===== config.mk =====
export PLATFORM = sky130hd
export DESIGN_NAME = instr_fetch_unit
export DESIGN_NICKNAME = d
export VERILOG_FILES = /design/src/rtl/rv32i_pkg.sv /design/src/rtl/ifu_fifo.sv /design/src/rtl/instr_fetch_unit.sv
export SDC_FILE = /design/constraint.sdc
export NUM_CORES = 1
export LEC_CHECK = 0
export CORE_ASPECT_RATIO = 1.5
export CORE_MARGIN = 2
export CORE_UTILIZATION = 41
export DETAILED_ROUTE_END_ITERATION = 16
export SLEW_MARGIN = 15
export SYNTH_ARGS = -nofsm -noshare
export SYNTH_HDL_FRONTEND = slang
export SYNTH_HIERARCHICAL = 1
export SYNTH_SLANG_ARGS = --single-unit

===== constraint.sdc =====
create_clock -name clk -period 19.3 [get_ports clk]
set_clock_uncertainty 0.15 [all_clocks]
set_input_delay 1.93 -clock clk [delete_from_list [all_inputs] [get_ports clk]]
set_output_delay 1.93 -clock clk [all_outputs]
set_load 0.005 [all_outputs]

===== src/rtl/rv32i_pkg.sv =====
// Shared RV32I front-end types and constants for the fetch path.
// Latency: n/a (declarations only).
// Backpressure: n/a.
package rv32i_pkg;

    localparam logic [31:0] NOP_INSTR        = 32'h0000_0013;
    localparam logic [31:0] RESET_PC_DEFAULT = 32'h0000_0000;

    typedef struct packed {
        logic [31:0] pc;
        logic [31:0] instr;
    } fetch_entry_t;

    // Sequential word address; wraps naturally at 32 bits.
    function automatic logic [31:0] next_pc(input logic [31:0] pc);
        return pc + 32'd4;
    endfunction

endpackage


===== src/rtl/ifu_fifo.sv =====
// Instruction buffer of fetch_entry_t with push/pop/flush and occupancy count.
// Latency: an entry pushed at edge N is at the head after edge N.
// Backpressure: push while full is accepted only with a same-cycle pop; flush wins over both.
module ifu_fifo
    import rv32i_pkg::*;
#(
    parameter int DEPTH = 2,
    localparam int AW   = $clog2(DEPTH),
    localparam int CW   = AW + 1
) (
    input  logic          clk,
    input  logic          reset_n,
    input  logic          push,
    input  fetch_entry_t  push_dat,
    input  logic          pop,
    input  logic          flush,
    output fetch_entry_t  head,
    output logic [CW-1:0] count,
    output logic          empty,
    output logic          full
);

    fetch_entry_t  mem [DEPTH];
    logic [AW-1:0] wr_ptr;
    logic [AW-1:0] rd_ptr;
    logic          do_push;
    logic          do_pop;

    assign empty   = (count == '0);
    assign full    = (count == CW'(DEPTH));
    assign do_pop  = pop && !flush && !empty;
    assign do_push = push && !flush && (!full || do_pop);
    assign head    = mem[rd_ptr];

    // Pointer and occupancy tracking; DEPTH is a power of two so pointers wrap for free.
    always_ff @(posedge clk or negedge reset_n) begin
        if (!reset_n) begin
            wr_ptr <= '0;
            rd_ptr <= '0;
            count  <= '0;
        end else if (flush) begin
            wr_ptr <= '0;
            rd_ptr <= '0;
            count  <= '0;
        end else begin
            if (do_push) wr_ptr <= wr_ptr + AW'(1);
            if (do_pop)  rd_ptr <= rd_ptr + AW'(1);
            count <= count + CW'(do_push) - CW'(do_pop);
        end
    end

    // Entry storage; contents are qualified by count so they need no reset.
    always_ff @(posedge clk) begin
        if (do_push) mem[wr_ptr] <= push_dat;
    end

endmodule


===== src/rtl/instr_fetch_unit.sv =====
// Fetch PC owner: issues IMEM word reads, buffers words with PCs, feeds decode (option FETCH_MISALIGN_CHK_EN).
// Latency: request in first cycle out of reset; with 1-cycle IMEM instr_valid follows two cycles later.
// Backpressure: requests are credit-limited so every in-flight response owns a buffer slot.
module instr_fetch_unit
    import rv32i_pkg::*;
#(
    parameter logic [31:0] RESET_PC   = RESET_PC_DEFAULT,
    parameter int          FIFO_DEPTH = 2
) (
    input  logic        clk,
    input  logic        reset_n,
    output logic        imem_req,
    output logic [31:0] imem_addr,
    input  logic        imem_rvalid,
    input  logic [31:0] imem_rdata,
    output logic        instr_valid,
    input  logic        instr_ready,
    output logic [31:0] instr_data,
    output logic [31:0] instr_pc,
    input  logic        redirect_valid,
    input  logic [31:0] redirect_pc,
    output logic        fetch_misalign
);

    localparam int              CW      = $clog2(FIFO_DEPTH) + 1;
    localparam logic [CW:0]     DEPTH_W = (CW+1)'(FIFO_DEPTH);

    logic [31:0]   fetch_pc;
    logic [31:0]   resp_pc;
    logic [CW-1:0] outstanding;
    logic [CW-1:0] drop_cnt;

    logic [CW-1:0] fifo_count;
    logic          fifo_empty;
    logic          fifo_full;
    logic          full_unused;
    fetch_entry_t  fifo_head;
    fetch_entry_t  push_dat;

    logic          pop_go;
    logic          push_go;
    logic          rsp_vld;
    logic          issue;
    logic          issue_block;
    logic [CW:0]   in_use;
    logic [31:0]   redirect_tgt;

    // Word alignment is forced on every redirect target; low bits only matter to the checker.
    assign redirect_tgt = redirect_pc & 32'hFFFF_FFFC;

`ifdef FETCH_MISALIGN_CHK_EN
    logic misalign_q;

    // Sticky misalign flag: set by a misaligned redirect, cleared only by an aligned one.
    always_ff @(posedge clk or negedge reset_n) begin
        if (!reset_n) begin
            misalign_q <= 1'b0;
        end else if (redirect_valid) begin
            misalign_q <= |redirect_pc[1:0];
        end
    end

    assign issue_block    = misalign_q;
    assign fetch_misalign = misalign_q;
`else
    assign issue_block    = 1'b0;
    assign fetch_misalign = 1'b0;
`endif

    // Responses with nothing outstanding are stale traffic from before a reset; ignore them.
    assign rsp_vld = imem_rvalid && (outstanding != '0);

    assign instr_valid = !fifo_empty;
    assign pop_go      = instr_valid && instr_ready;

    // Slots in use = buffered + in flight; a head leaving this cycle frees its slot at the
    // same edge, which is what lets a 2-deep buffer sustain one instruction per cycle.
    assign in_use = {1'b0, fifo_count} + {1'b0, outstanding} - {{CW{1'b0}}, pop_go};
    assign issue  = reset_n && !redirect_valid && !issue_block && (in_use < DEPTH_W);

    // Words still owed to a flushed stream are swallowed; a redirect discards everything.
    assign push_go  = rsp_vld && (drop_cnt == '0) && !redirect_valid;
    assign push_dat = '{pc: resp_pc, instr: imem_rdata};

    assign imem_req   = issue;
    assign imem_addr  = fetch_pc;
    assign instr_data = instr_valid ? fifo_head.instr : NOP_INSTR;
    assign instr_pc   = instr_valid ? fifo_head.pc    : resp_pc;

    assign full_unused = fifo_full;

    // Fetch/response PCs and the in-flight and drop counters; redirect takes priority.
    always_ff @(posedge clk or negedge reset_n) begin
        if (!reset_n) begin
            fetch_pc    <= RESET_PC;
            resp_pc     <= RESET_PC;
            outstanding <= '0;
            drop_cnt    <= '0;
        end else if (redirect_valid) begin
            fetch_pc    <= redirect_tgt;
            resp_pc     <= redirect_tgt;
            outstanding <= outstanding - CW'(rsp_vld);
            drop_cnt    <= outstanding - CW'(rsp_vld);
        end else begin
            if (issue) begin
                fetch_pc <= next_pc(fetch_pc);
            end
            outstanding <= outstanding + CW'(issue) - CW'(rsp_vld);
            if (rsp_vld) begin
                if (drop_cnt != '0) begin
                    drop_cnt <= drop_cnt - CW'(1);
                end else begin
                    resp_pc <= next_pc(resp_pc);
                end
            end
        end
    end

    ifu_fifo #(
        .DEPTH (FIFO_DEPTH)
    ) u_fifo (
        .clk      (clk),
        .reset_n  (reset_n),
        .push     (push_go),
        .push_dat (push_dat),
        .pop      (pop_go),
        .flush    (redirect_valid),
        .head     (fifo_head),
        .count    (fifo_count),
        .empty    (fifo_empty),
        .full     (fifo_full)
    );

endmodule

Word level (Yosys, flattened, before mapping)
Memories as Yosys holds them, arrays and structs flattened.
Index checks and enable logic that the tools add are counted.
{ "classes": {"n_addsub": 12, "magnitude_cmp": 1, "eq_ne": 2, "n_mux": 18, "reduce_logical": 25} }
{ "ops": {"columns": ["op", "count"], "rows": [
  ["two-way mux 32 bit", 7],
  ["adder 32 x 3 -> 32 bit (second input constant)", 2],
  ["nonzero test 2 bit", 7],
  ["logical AND 1 bit", 10],
  ["two-way mux 2 bit", 5],
  ["two-way mux 1 bit", 6],
  ["subtractor 2 x 1 -> 2 bit", 3],
  ["adder 2 x 1 -> 2 bit", 2],
  ["zero test 2 bit", 2],
  ["AND reduction 2 bit", 2],
  ["adder 2 x 2 -> 3 bit", 1],
  ["zero test 1 bit", 3],
  ["< comparator 3 x 2 -> 1 bit (second input constant)", 1],
  ["subtractor 3 x 1 -> 3 bit", 1],
  ["adder 1 bit (second input constant)", 2],
  ["== test 2 bit (second input constant)", 1],
  ["inequality test 2 bit (second input constant)", 1],
  ["subtractor 2 x 1 -> 2 bit (second input constant)", 1],
  ["logical OR 1 bit", 1]
]} }
{ "totals": {"ff_bits": 72, "mem_bits_rw": 128, "input_bits": 69, "elab_cells": 66, "memories": 1} }
{ "mem_list": {"columns": ["name", "depth", "width", "read_ports", "rd_clocked_by_memory_dff", "write_ports", "line", "source"], "rows": [
  ["u_fifo.mem", 2, 64, 1, 0, 1, "ifu_fifo.sv:23", "fetch_entry_t mem [DEPTH];"]
]} }

Logic depth before layout (Yosys ltp)
Gate-level depths: netlist of run 1.
{ "logic_depth": {"word_depth": 10, "depth_mapped": 14, "ltp_nobuf": 11} }

Hierarchy
The synthesis of run 1 kept the hierarchy.
{ "by_module_without_submodules": {"columns": ["module", "instances", "cells_each", "area_per_inst_um2", "seq_area_each_um2"], "rows": [
  ["ifu_fifo", 1, 228, 4874.7, 3943.8],
  ["instr_fetch_unit", 1, 483, 4364.2, 1601.5]
]} }

Worst setup path before layout of run 1
No wires, ideal clock.
{ "synth_path": {"path_type": "input to register", "start": "input redirect_valid", "end": "memory u_fifo/mem[1][0] in the netlist's numbering, enable pin", "setup_time_ns": 0.578, "arrival_time_ns": 7.536, "required_ns": 18.572, "slack_ns": 11.036, "path_stages": 6, "n_path_buf": 2, "cell_sequence": "clkbuf_1 clkinv_1 clkbuf_1 and2_1 o21ai_2 nor3b_1"} }
{ "synth_via": {"elab_cells_between_ends": 9, "classes_between": "2 x mux; 7 x reduce/logical"} }
{ "synth_rtl": {"columns": ["item", "line", "source"], "rows": [
  ["start: declaration", "instr_fetch_unit.sv:20", "input logic redirect_valid,"],
  ["zero test 1 bit", "instr_fetch_unit.sv:82", "assign push_go = rsp_vld && (drop_cnt == '0) && !redirect_valid;"],
  ["logical AND 1 bit", "instr_fetch_unit.sv:82", null],
  ["net push_go", "instr_fetch_unit.sv:41", "logic push_go;"],
  ["logical AND 1 bit (2 in series)", "ifu_fifo.sv:32", "assign do_push = push && !flush && (!full || do_pop);"],
  ["two-way mux 1 bit", "ifu_fifo.sv:54", "if (do_push) mem[wr_ptr] <= push_dat;"],
  ["two-way mux 1 bit (not written as such)", "ifu_fifo.sv:54", null],
  ["end: declaration", "ifu_fifo.sv:23", null]
]} }
The timed path passes the listed nets, and every way through them passes these cells.

Final worst setup path of run 1
{ "layout_path": {"start": "input instr_ready", "end": "output imem_req"} }
{ "layout_via": {"elab_chain_cells": 4} }
{ "layout_rtl": {"columns": ["item", "line", "source"], "rows": [
  ["start: declaration", "instr_fetch_unit.sv:17", "input logic instr_ready,"],
  ["logical AND 1 bit", "instr_fetch_unit.sv:74", "assign pop_go = instr_valid && instr_ready;"],
  ["net pop_go", "instr_fetch_unit.sv:40", "logic pop_go;"],
  ["subtractor 3 x 1 -> 3 bit", "instr_fetch_unit.sv:78", "assign in_use = {1'b0, fifo_count} + {1'b0, outstanding} - {{CW{1'b0}}, pop_go};"],
  ["< comparator 3 x 2 -> 1 bit", "instr_fetch_unit.sv:79", "assign issue = reset_n && !redirect_valid && !issue_block && (in_use < DEPTH_W);"],
  ["logical AND 1 bit", "instr_fetch_unit.sv:79", null],
  ["end: declaration", "instr_fetch_unit.sv:12", "output logic imem_req,"]
]} }
The timed path passes the listed nets, and every way through them passes these cells.

==> flow_metrics.tcl, run 1 <==
set metrics [dict create \
    status "complete, no violations" \
    p_comb_share_pct 18.9 \
    power.internal_mw 0.784 \
    required_ns 17.22 \
    portBuffers 162 \
    place.gp.congestion 0.890 \
    drive_above_1_share_pct 12.8 \
    vias 6203 \
    period_minus_slack_ns 7.81 \
    power_mw 1.07 \
    dp_slack_ns 11.50 \
    io_pins 168 \
    clock_sinks 196 \
    start_util_pct 41.6 \
    grt_max_degree 73 \
    clockBufferDepth 2 \
    worst-setup-path-type "primary input to output port" \
    ys_warn_count 6 \
    grt_pass1_wl_um 34400 \
    placed_area_um2 11100 \
    grt_use_total_pct 18.7 \
    chipWidth_um 127 \
    nNetsFinal 951 \
    drv_slew 0 \
    syn_inst 710 \
    syn_to_final_growth_pct 27.1 \
    setup_slack_ns 11.49 \
    rsz0062_at_grt "false" \
    relSlewSlack_pct 37.6 \
    post-cts-setup-buffers 0 \
    worstPathArrival_ns 5.73 \
    dp_hpwl_um 15100 \
    pwr-share-seq_pct 48.2 \
    grt.busiest_layer "met2" \
    firstDrtPassIters 5 \
    fmax_ghz 0.128 \
    grtUsageMet2_pct 32.1 \
    die_area_um2 23800 \
    fin_setup_tns_ns 0 \
    ctsResizeCount 0 \
    cts_htree_levels 4 \
    fin_crit_sh_pct 40.4 \
    diodes 0 \
    syn_avg_cell_area_um2 13.0 \
    holdWs_ns 0.356 \
    grt_pass1_vias 6442 \
    core_um2 22200 \
    p_per_area_nw_per_um2 91.0 \
    die_y_um 188 \
    startpoint_type "primary input" \
    cp_max_fo 29 \
    final_cell_mix "clkdlybuf4s50_1 (160), edfxtp_1 (128), dfrtp_1 (67), nand2_1 (62), mux2_1 (57)" \
    power.leakage_nw 4.18 \
    path_clk_slew_ns 0.07 \
    met3_usage_pct 3.91 \
    p_sw_mw 0.285 \
    cts_root_buf "clkbuf_16" \
    fin_util_pct 52.8 \
    peakVddDrop_mv 0.0582 \
    wire_per_inst_um 18.7 \
    swShare_pct 26.7 \
    drtAntennaViolNets 0 \
    tightest_slew_ns 0.936 \
    postCtsHoldBufs 0 \
    drt_iter0_markers 477 \
    drt-vias-per-instance 5.34 \
    grt_overflow 0 \
    dp_cells 1130 \
    row_count 67 \
    pwr-share-clk_pct 32.9 \
    worst_setup_path_end_kind "output port" \
    maxCapViolations 0 \
    mappedNetlistArea_um2 9240 \
    routed_wl_um 21800 \
    hold_class "flip-flop to flip-flop" \
    clock_latency_ns 0.43 \
    final_common_cell "clkdlybuf4s50_1" \
    hold_viol 0 \
    use_met1_pct 22.3 \
    route.detailed.drc 0 \
    fin_cells 1162 \
    cts_buffers 17 \
    finalInstanceArea_um2 11700 \
    cts_tree "yes" \
    antenna_found_initial 0 \
    setup_viol 0 \
]
==> cell type report <==
type	count	area (um2)
timing repair buffer	173	1690
clock buffer	23	536
sequential	196	5550
clock inverter	9	62.6
tap	276	345
multi-input combinational	465	3480
fill	1913	10500
inverter	20	75.1
==> layer usage <==
layer / vias to the layer above / wire (um)
met4: 0 / 650
met2: 197 / 11200
met3: 42 / 946
met1: 3026 / 8950
li1: 2938 / -
met5: - / 0
==> flip-flops by register name, indices dropped and copies added (netlist names) <==
signal and flops:
resp_pc 30, u_fifo/count 2, u_fifo/mem 128, drop_cnt 2, u_fifo/rd_ptr 1, outstanding 2, imem_addr 30, u_fifo/wr_ptr 1
==> worst max-delay path, stage by stage <==
cell and delay [ns]:
clkdlybuf4s50_1 0.51, nor2b_1 0.39, ha_1 0.31, nand2b_1 0.16
fa_1 0.49, nand2_1 0.19, or3_1 0.41, buf_4 0.24
inv_1 0.47, clkdlybuf4s50_1 0.62
==> final timing paths <==
path	depth (start not counted)	startpoint	end	slack [ns]
max in group asynchronous	2	reset_n	u_fifo/rd_ptr$_DFFE_PN0P_	16.78
setup reg to reg	12	u_fifo/count[1]$_DFF_PN0_	imem_addr[6]$_DFFE_PN0P_	15.13
setup / recovery	10	instr_ready	imem_req	11.49
min in group asynchronous	2	reset_n	imem_addr[29]$_DFFE_PN0P_	1.55
hold / removal	0	resp_pc[31]$_DFFE_PN0P_	u_fifo/mem[1][63]$_DFFE_PP_	0.36
hold reg to reg	0	resp_pc[31]$_DFFE_PN0P_	u_fifo/mem[1][63]$_DFFE_PP_	0.36
==> power by group through the flow <==
stage | Combinational [mW] | Clock, mW | Sequential, mW
after floorplan | 0.103 | 0 | 0.516
after global placement | 0.199 | 0 | 0.521
after detailed placement | 0.204 | 0 | 0.523
after CTS | 0.206 | 0.361 | 0.515
after global routing | 0.223 | 0.380 | 0.520
final | 0.202 | 0.351 | 0.515
Note: power is estimated with default switching activity, not from simulation.
==> inputs of run 2 (changes only) <==
Clock period 19.3 ns to 7.6 ns, I/O delays scaled along.
==> flow_metrics.tcl, run 2 (synthesized netlist as in run 1, its figures left out) <==
set metrics [dict create \
    status "complete, no violations" \
    holdWs_ns 0.364 \
    fmax_ghz 0.182 \
    p_per_area_nw_per_um2 229 \
    drt-vias-per-instance 5.33 \
    setup_viol 0 \
    routed_wl_um 21500 \
    fin_crit_sh_pct 72.4 \
    core_um2 22200 \
    peakVddDrop_mv 0.158 \
    ctsResizeCount 0 \
    clock_sinks 196 \
    period_minus_slack_ns 5.50 \
    io_pins 168 \
    drt_iter0_markers 477 \
    firstDrtPassIters 5 \
    nNetsFinal 951 \
    cts_root_buf "clkbuf_16" \
    drive_above_1_share_pct 12.1 \
    hold_viol 0 \
    row_count 67 \
    power.leakage_nw 4.16 \
    r2r_start "u_fifo/count[1]$_DFF_PN0_" \
    drtAntennaViolNets 0 \
    cp_max_fo 29 \
    final_common_cell "clkdlybuf4s50_1" \
    grt_pass1_vias 6571 \
    final_cell_mix "clkdlybuf4s50_1 (160), edfxtp_1 (128), dfrtp_1 (67), nand2_1 (62), mux2_1 (57)" \
    chipWidth_um 127 \
    clockBufferDepth 2 \
    drv_slew 0 \
    die_y_um 188 \
    cts_buffers 17 \
    cp-startpoint "instr_ready" \
    maxCapViolations 0 \
    post-cts-setup-buffers 0 \
    relSlewSlack_pct 35.2 \
    rsz0062_at_grt "false" \
    path_clk_slew_ns 0.07 \
    grt_overflow 0 \
    cts_tree "yes" \
    required_ns 6.69 \
    dp_hpwl_um 14800 \
    diodes 0 \
    portBuffers 162 \
    fin_setup_tns_ns 0 \
    worst_setup_path_end_kind "output port" \
    tightest_slew_ns 0.972 \
    largest_register "u_fifo/mem" \
    grt_pass1_wl_um 34600 \
    startpoint_type "primary input" \
    cts_htree_levels 4 \
    postCtsHoldBufs 0 \
    die_area_um2 23800 \
    wire_per_inst_um 18.5 \
    worst-setup-path-type "primary input to output port" \
    power_mw 2.68 \
    hold_class "flip-flop to flip-flop" \
    clock_latency_ns 0.44 \
    hp-start "resp_pc[31]$_DFFE_PN0P_" \
    fillers 1944 \
    vias 6188 \
    grt_max_degree 75 \
    largest_reg_flops 128 \
    worstPathArrival_ns 4.59 \
    start_util_pct 41.6 \
    antenna_found_initial 0 \
    syn_to_final_growth_pct 26.6 \
    place.gp.congestion 0.887 \
    route.detailed.drc 0 \
    grt_use_total_pct 18.6 \
]
==> run 2: cell types whose count changed in the layout (fill, tap and decap cells not counted), moves of 2 or more <==
cell | previous run | this run
clkbuf_16 | 20 | 17
clkbuf_8 | 2 | 0
bufinv_16 | 0 | 2
clkinv_1 | 1 | 5
clkbuf_1 | 0 | 2
==> run 2: area by class of cell <==
| cell class | count | area [um2] | area share [%] |
|---|---|---|---|
| multi-input cells | 465 | 3480 | 29.8 |
| well taps | 276 | 345 | 2.95 |
| clock buffers | 19 | 433 | 3.70 |
| flip-flops and latches | 196 | 5550 | 47.4 |
| inverters | 20 | 75.1 | 0.642 |
| repair buffers | 173 | 1690 | 14.5 |
| clock inverters | 13 | 116 | 0.995 |
==> run 2: routing by layer <==
| metal | part of all wire, % | track usage (%) | up-vias |
|---|---|---|---|
| li1 | - | - | 2932 |
| met1 | 42 | 22.2 | 3033 |
| met2 | 50 | 31.9 | 183 |
| met3 | 4.8 | 4.34 | 40 |
| met4 | 3.2 | 8.41 | 0 |
| met5 | 0 | 0 | - |
==> run 2: worst paths after layout <==
check | slack, ns | depth (start not counted) | to
worst min register to register | 0.36 | 0 | u_fifo/mem[0][63]$_DFFE_PP_
max in group asynchronous | 6.28 | 2 | u_fifo/rd_ptr$_DFFE_PN0P_
min in group asynchronous | 0.38 | 2 | imem_addr[30]$_DFFE_PN0P_
worst min-delay path | 0.36 | 0 | u_fifo/mem[0][63]$_DFFE_PP_
worst max register to register | 3.18 | 13 | imem_addr[23]$_DFFE_PN0P_
worst max-delay path | 2.10 | 10 | imem_req
==> run 2: through the flow <==
step           cells  util (%)  worst slack [ns]  instance area [um2]
6_report        1162      52.6              2.10                11700
5_1_grt         1162      52.6              1.90                11700
4_1_cts         1162      52.6              2.13                11700
3_5_place_dp    1130      50.1              2.15                11100
3_3_place_gp    1130      50.1              2.15                11100
2_1_floorplan    716         -             0.506                 9260
==> run 2: report_power, final <==
group	switching, mW	internal, mW	leakage [nW]	total (mW)
clock network	0.383	0.477	0.266	0.860
registers	0.0863	1.22	1.98	1.31
logic	0.243	0.266	1.91	0.510
==> run 2: critical path, stage by stage <==
cell and delay (ns):
clkdlybuf4s50_1 0.50, nor2b_1 0.42, ha_1 0.32, nand2b_1 0.15, fa_1 0.49, nand2_1 0.19, or3_1 0.81, inv_1 0.15
buf_4 0.25, clkdlybuf4s50_1 0.54
